$ cat src/rtl/pipe_add_pkg.sv
// Shared types for the two-stage 64-bit pipelined adder.
// The optional subtract mode is enabled by the macro PIPE_ADD64_SUB_EN.
package pipe_add_pkg;

    localparam int unsigned HALF_W = 32;
    localparam int unsigned WIDE_W = 64;

    typedef logic [HALF_W-1:0] half_t;

    // Stage-1 payload: finished low half plus the raw high operands.
    typedef struct packed {
        half_t lo_sum;
        logic  c32;
        half_t hi_a;
        half_t hi_b;
`ifdef PIPE_ADD64_SUB_EN
        logic  sub;
`endif
    } stage1_t;

    // Signed overflow: carry into the MSB (recovered from the MSB sum bit) xor carry out.
    function automatic logic msb_ovf(input logic a_msb, input logic b_msb,
                                     input logic s_msb, input logic c_out);
        return (a_msb ^ b_msb ^ s_msb) ^ c_out;
    endfunction

endpackage

$ cat src/rtl/pipe_add64_cla32.sv
// 32-bit carry-lookahead adder: 4-bit lookahead groups chained by group G/P.
module pipe_add64_cla32 (
    input  logic [31:0] i_a,
    input  logic [31:0] i_b,
    input  logic        i_cin,
    output logic [31:0] o_sum,
    output logic        o_cout
);

    logic [31:0] w_g;
    logic [31:0] w_p;
    logic [7:0]  w_gg;
    logic [7:0]  w_gp;
    logic [32:0] w_c;

    assign w_g = i_a & i_b;
    assign w_p = i_a ^ i_b;

    // Group generate/propagate for each 4-bit slice.
    always_comb begin
        w_gg = '0;
        w_gp = '0;
        for (int k = 0; k < 8; k++) begin
            w_gg[k] = w_g[4*k+3]
                    | (w_p[4*k+3] & w_g[4*k+2])
                    | (w_p[4*k+3] & w_p[4*k+2] & w_g[4*k+1])
                    | (w_p[4*k+3] & w_p[4*k+2] & w_p[4*k+1] & w_g[4*k]);
            w_gp[k] = w_p[4*k+3] & w_p[4*k+2] & w_p[4*k+1] & w_p[4*k];
        end
    end

    // Bit carries inside each group, group carries from the G/P chain.
    always_comb begin
        w_c    = '0;
        w_c[0] = i_cin;
        for (int k = 0; k < 8; k++) begin
            w_c[4*k+1] = w_g[4*k] | (w_p[4*k] & w_c[4*k]);
            w_c[4*k+2] = w_g[4*k+1]
                       | (w_p[4*k+1] & w_g[4*k])
                       | (w_p[4*k+1] & w_p[4*k] & w_c[4*k]);
            w_c[4*k+3] = w_g[4*k+2]
                       | (w_p[4*k+2] & w_g[4*k+1])
                       | (w_p[4*k+2] & w_p[4*k+1] & w_g[4*k])
                       | (w_p[4*k+2] & w_p[4*k+1] & w_p[4*k] & w_c[4*k]);
            w_c[4*k+4] = w_gg[k] | (w_gp[k] & w_c[4*k]);
        end
    end

    assign o_sum  = w_p ^ w_c[31:0];
    assign o_cout = w_c[32];

endmodule

$ cat src/rtl/pipe_add64.sv
// Two-stage pipelined 64-bit adder with valid/ready on both sides.
// Stage 1 adds the low halves, stage 2 the high halves using the registered carry.
// in_ready is combinational from out_ready (full-throughput skid-free pipeline).
// Optional macro PIPE_ADD64_SUB_EN adds a 'sub' input selecting A-B (A+~B+1).
module pipe_add64
    import pipe_add_pkg::*;
#(
    parameter int unsigned HALF  = 32,
    parameter int unsigned CNT_W = 32
) (
    input  logic              clk,
    input  logic              rst,
`ifdef PIPE_ADD64_SUB_EN
    input  logic              sub,
`endif
    input  logic              in_valid,
    output logic              in_ready,
    input  logic              cin,
    input  logic [63:0]       op_a,
    input  logic [63:0]       op_b,
    output logic              out_valid,
    input  logic              out_ready,
    output logic [63:0]       sum,
    output logic              cout,
    output logic              ovf,
    output logic [CNT_W-1:0]  done_cnt
);

    if (HALF != HALF_W) begin : g_bad_half
        $error("pipe_add64: HALF must be 32 to match the 32-bit adder");
    end

    logic              r_s1_valid;
    stage1_t           r_s1;
    logic              r_out_valid;
    logic [WIDE_W-1:0] r_sum;
    logic              r_cout;
    logic              r_ovf;
    logic [CNT_W-1:0]  r_done_cnt;

    logic              w_s2_adv;
    logic              w_s1_adv;
    logic              w_in_xfer;
    logic              w_out_xfer;
    half_t             w_lo_b;
    logic              w_cin;
    half_t             w_lo_sum;
    logic              w_c32;
    stage1_t           w_s1_next;
    half_t             w_hi_b;
    half_t             w_hi_sum;
    logic              w_c64;
    logic              w_ovf;

    assign w_s2_adv   = ~r_out_valid | out_ready;
    assign w_s1_adv   = ~r_s1_valid | w_s2_adv;
    assign w_in_xfer  = in_valid & w_s1_adv;
    assign w_out_xfer = r_out_valid & out_ready;

`ifdef PIPE_ADD64_SUB_EN
    assign w_lo_b = sub ? ~op_b[HALF_W-1:0] : op_b[HALF_W-1:0];
    assign w_cin  = sub | cin;
    assign w_hi_b = r_s1.sub ? ~r_s1.hi_b : r_s1.hi_b;
`else
    assign w_lo_b = op_b[HALF_W-1:0];
    assign w_cin  = cin;
    assign w_hi_b = r_s1.hi_b;
`endif

    pipe_add64_cla32 u_cla_lo (
        .i_a    (op_a[HALF_W-1:0]),
        .i_b    (w_lo_b),
        .i_cin  (w_cin),
        .o_sum  (w_lo_sum),
        .o_cout (w_c32)
    );

    // Assemble the stage-1 payload from the low-half add and the raw high operands.
    always_comb begin
        w_s1_next        = '0;
        w_s1_next.lo_sum = w_lo_sum;
        w_s1_next.c32    = w_c32;
        w_s1_next.hi_a   = op_a[WIDE_W-1:HALF_W];
        w_s1_next.hi_b   = op_b[WIDE_W-1:HALF_W];
`ifdef PIPE_ADD64_SUB_EN
        w_s1_next.sub    = sub;
`endif
    end

    pipe_add64_cla32 u_cla_hi (
        .i_a    (r_s1.hi_a),
        .i_b    (w_hi_b),
        .i_cin  (r_s1.c32),
        .o_sum  (w_hi_sum),
        .o_cout (w_c64)
    );

    assign w_ovf = msb_ovf(r_s1.hi_a[HALF_W-1], w_hi_b[HALF_W-1],
                           w_hi_sum[HALF_W-1], w_c64);

    // Stage 1: capture on input transfer, empty when its content moves on unreplaced.
    always_ff @(posedge clk or posedge rst) begin
        if (rst) begin
            r_s1_valid <= 1'b0;
            r_s1       <= '0;
        end else if (w_s1_adv) begin
            r_s1_valid <= in_valid;
            if (w_in_xfer) begin
                r_s1 <= w_s1_next;
            end
        end
    end

    // Stage 2: finish the high half; reloads in the same edge as an output transfer.
    always_ff @(posedge clk or posedge rst) begin
        if (rst) begin
            r_out_valid <= 1'b0;
            r_sum       <= '0;
            r_cout      <= 1'b0;
            r_ovf       <= 1'b0;
        end else if (w_s2_adv) begin
            r_out_valid <= r_s1_valid;
            if (r_s1_valid) begin
                r_sum  <= {w_hi_sum, r_s1.lo_sum};
                r_cout <= w_c64;
                r_ovf  <= w_ovf;
            end
        end
    end

    // Completed-transaction counter, wraps naturally.
    always_ff @(posedge clk or posedge rst) begin
        if (rst) begin
            r_done_cnt <= '0;
        end else if (w_out_xfer) begin
            r_done_cnt <= r_done_cnt + CNT_W'(1);
        end
    end

    assign in_ready  = w_s1_adv;
    assign out_valid = r_out_valid;
    assign sum       = r_sum;
    assign cout      = r_cout;
    assign ovf       = r_ovf;
    assign done_cnt  = r_done_cnt;

endmodule

$ cat config.mk
export PLATFORM = sky130hd
export DESIGN_NAME = pipe_add64
export DESIGN_NICKNAME = d
export VERILOG_FILES = /design/src/rtl/pipe_add_pkg.sv /design/src/rtl/pipe_add64_cla32.sv /design/src/rtl/pipe_add64.sv
export SDC_FILE = /design/constraint.sdc
export NUM_CORES = 1
export LEC_CHECK = 0
export BUFFER_PORTS_ARGS = -buffer_cell sky130_fd_sc_hd__buf_2
export CORE_MARGIN = 2
export CORE_UTILIZATION = 35
export DETAILED_ROUTE_END_ITERATION = 12
export PLACE_DENSITY = 0.64
export SYNTH_ARGS = -nofsm -noshare
export SYNTH_HDL_FRONTEND = slang
export SYNTH_SLANG_ARGS = --single-unit
$ cat constraint.sdc
create_clock -name clk -period 14.73 [get_ports clk]
set_input_delay 2.2095 -clock clk [delete_from_list [all_inputs] [get_ports clk]]
set_output_delay 2.2095 -clock clk [all_outputs]
set_load 0.02 [all_outputs]
==> flow_summary.toml <==
[setup_path]
rrSetupSlack_ps = 11390
critPathCaptureType = "primary output"
arrival_ps = 2770
crit_fanout = 5
timing_worst_setup_path_type = "in -> out"
startpoint_types = "input port"
cp_data_required_time_ps = 12520

[grt]
grt_pass1_vias = 7009
grt_start_max_net_pins = 118
antenna_found_initial = 5
grt_util_all_layers_pct = 15.0
grt_first_pass_wirelength_mm = 36.5
grt_remaining_overflow = 0

[power_and_ir_drop]
power.ir.vdd_worst_mv = 0.0706
power_per_cell_area_mw_per_mm2 = 150
leakage_nw = 5.87

[yosys]
synth_area_per_cell_um2 = 12.0
syn_area_mm2 = 0.00997
synthCells = 830
seq_area_frac_synth_pct = 49.4
ys_dominant_reg_cell = "sky130_fd_sc_hd__dfrtp_1"
synth_unique_cells = 53
post_synth_edffs = 0
mappedNetlistNets = 1044
postSynth.asyncResetShare_pct = 100
flip_flop_and_latch_count_after_synthesis = 197
synthesis.yosys.warnings = 0

[final_layout]
ff_latch_area_mm2 = 0.00493
multiInputGateArea_mm2 = 0.00490
fin_nets = 1274
areaGrowthSynthToFinish_pct = 22.0
num-fill-cells = 2723
post_route_cells_drive_above_1_share_pct = 37.1

[clocking]
postCtsHoldBufs = 0
clk_root_buffer_cell = "sky130_fd_sc_hd__clkbuf_16"
insertion_delay_to_the_later_sink_of_the_worst_skew_pair_ps = 430
cts_made_buffers = 17
tritoncts = "yes"
post-cts-setup-buffer-count = 0
ctsResizeCount = 0
tritoncts_num_sinks = 197
worst_setup_hold_path_clk_slew_ps = 80
clk_path_buf_depth = 2
cts_htree_levels = 4

[timing]
final.period_utilization_pct = 33.8
timing_max_transition_violations_final = 0
fmaxAchievable_ghz = 0.201
unrepaired_setup_endpoints_after_global_routing = "false"
slew_headroom_pct = 32.1
hold_slack_final_ps = 478
hold_viol_final = 0
finalCriticalPeriod_ps = 4980
fin_tns_setup_ps = 0
skew_ps = 17.0
worst-slew-pin-transition_ps = 1020
post-route-worst-setup-slack_ps = 9750
finalSetupViolations = 0

[route]
routed-via-count = 6901
drc = 0
drtPass1Iterations = 4
detail_route.wirelength_mm = 21.7
drt-wirelength-per-cell_um = 14.9
route.antenna.remaining_nets = 0
routed_via_density = 4.75
dr_iter_0_viols = 225

[floorplanning]
dieWidth_um = 173
start_util_pct = 35.7
rows = 61
io-pin-count = 233
core_mm2 = 0.0279
die_height_um = 173
die_area_mm2 = 0.0299

[placed_design]
gp_routability_congestion = 0.795
port-buffer-count = 232
detailedPlacementHpwl_mm = 16.3
dpl_worst_slack_ps = 9560

[job]
drv.max_cap_violation_count = 0

[min_path]
hold_path.class = "reg -> reg"

[status]
status = "finished clean"
-- cell type report --
| type | count | share of cell area (%) |
|---|---|---|
| Tap cell | 378 | 3.89 |
| Multi-Input combinational cell | 590 | 40.2 |
| Clock buffer | 18 | 3.61 |
| Antenna cell | 2 | 0.0411 |
| Timing Repair Buffer | 235 | 9.73 |
| Clock inverter | 14 | 1.34 |
| Inverter | 19 | 0.648 |
| Sequential cell | 197 | 40.5 |
-- cells in the mapped netlist (all sizes together), types with 3 or more instances --
| library cell | count | share of area, % |
|---|---|---|
| nand2b | 7 | 0.44 |
| nand3 | 20 | 1.0 |
| inv | 19 | 0.72 |
| nor2b | 3 | 0.19 |
| a21o | 20 | 1.5 |
| o21a | 3 | 0.23 |
| clkbuf | 21 | 0.79 |
| dfrtp | 197 | 49 |
| buf | 3 | 0.11 |
| nor3 | 4 | 0.25 |
| mux2 | 112 | 13 |
| nand2 | 84 | 3.2 |
| nand4 | 11 | 0.69 |
| a221oi | 4 | 0.54 |
| o21bai | 6 | 0.45 |
| o21ai | 63 | 3.2 |
| and4 | 5 | 0.44 |
| a31oi | 4 | 0.25 |
| xnor2 | 52 | 4.6 |
| xor2 | 25 | 2.2 |
| fa | 16 | 3.2 |
| a211o | 3 | 0.26 |
| and3 | 7 | 0.44 |
| a211oi | 6 | 0.65 |
| ha | 65 | 8.2 |
| nor2 | 20 | 0.75 |
| a21oi | 24 | 1.3 |
-- cells by family (layout without fill, tap and decap cells) --
logic type / count (synthesis) / after routing / synth area share (%)
AOI/OAI and AO/OA: 145 / 145 / 9.75
other: 0 / 2 / 0
buffers and inverters: 43 / 286 / 1.62
adders and majority gates: 81 / 81 / 11.4
muxes: 114 / 114 / 12.8
xor gates and xnor gates: 77 / 77 / 6.76
and+or+nand+nor: 173 / 173 / 8.24
DFF: 197 / 197 / 49.4
-- path summary, 6_finish.rpt --
kind / start / end / cells past startpoint
hold reg to reg: sum[61] / sum[61] / 2
min in group asynchronous: rst / done_cnt[5] / 2
setup / recovery: out_ready / in_ready / 3
setup reg to reg: r_s1[37] / sum[60] / 11
max in group asynchronous: rst / w_hi_b[0] / 3
hold / removal: sum[61] / sum[61] / 2
-- critical path, cell delays in order --
cell and delay [ps]:
sky130_fd_sc_hd__buf_2 120, sky130_fd_sc_hd__nand3b_1 230, sky130_fd_sc_hd__buf_2 210
-- flip-flops by register name, summed over array words and instances (netlist names) --
register,count
cout,1
done_cnt,32
out_valid,1
ovf,1
r_s1,65
r_s1_valid,1
sum,64
w_hi_b,32
-- cells in the final DEF, fill, tap and decap left out, types with 2 or more instances in the layout --
cell type,n
sky130_fd_sc_hd__inv_6,8
sky130_fd_sc_hd__nand4_1,11
sky130_fd_sc_hd__nor4_1,2
sky130_fd_sc_hd__a21oi_1,22
sky130_fd_sc_hd__a221oi_2,3
sky130_fd_sc_hd__inv_1,18
sky130_fd_sc_hd__clkbuf_16,17
sky130_fd_sc_hd__nor2_1,20
sky130_fd_sc_hd__nand2b_1,7
sky130_fd_sc_hd__nand3_1,20
sky130_fd_sc_hd__nand2_4,2
sky130_fd_sc_hd__buf_4,3
sky130_fd_sc_hd__a21o_1,20
sky130_fd_sc_hd__mux2i_1,2
sky130_fd_sc_hd__ha_1,65
sky130_fd_sc_hd__a21oi_2,2
sky130_fd_sc_hd__fa_1,16
sky130_fd_sc_hd__and3_1,7
sky130_fd_sc_hd__nor2b_1,3
sky130_fd_sc_hd__buf_2,232
sky130_fd_sc_hd__o21ai_1,14
sky130_fd_sc_hd__diode_2,2
sky130_fd_sc_hd__o21bai_1,6
sky130_fd_sc_hd__a211o_1,3
sky130_fd_sc_hd__o21ai_0,49
sky130_fd_sc_hd__and4_1,5
sky130_fd_sc_hd__xnor2_1,52
sky130_fd_sc_hd__o21a_1,3
sky130_fd_sc_hd__xor2_1,25
sky130_fd_sc_hd__mux2_2,112
sky130_fd_sc_hd__a211oi_1,2
sky130_fd_sc_hd__nand3b_1,2
sky130_fd_sc_hd__or2b_1,2
sky130_fd_sc_hd__clkinv_8,3
sky130_fd_sc_hd__dfrtp_1,197
sky130_fd_sc_hd__a31oi_1,4
sky130_fd_sc_hd__o31ai_1,2
sky130_fd_sc_hd__a211oi_2,4
sky130_fd_sc_hd__nor3_1,3
sky130_fd_sc_hd__nand2_1,82
-- report_power, final --
group	internal (mW)	switching, mW	total [mW]
Clock	0.247	0.229	0.477
Sequential	0.674	0.0802	0.754
Combinational	0.259	0.341	0.600
Total	1.18	0.651	1.83
-- stage by stage --
| stage | instances | util (%) | power, mW | instance area, um^2 |
|---|---|---|---|---|
| after CTS | 1451 | 43.6 | 1.86 | 12200 |
| after floorplan | 830 | - | 1.17 | 9970 |
| after global placement | 1419 | 41.4 | 1.36 | 11600 |
| final | 1453 | 43.6 | 1.83 | 12200 |
| after detailed placement | 1419 | 41.4 | 1.37 | 11600 |
| after global routing | 1451 | 43.6 | 1.96 | 12200 |
-- metal layers --
metal	global-route usage, %	up-vias	wire length, um
met5	0	-	44
met4	3.39	6	150
met3	4.46	14	1460
met2	24.2	172	10100
met1	20.0	3304	9940
li1	-	3405	-
(Power assumes the default switching activity.)
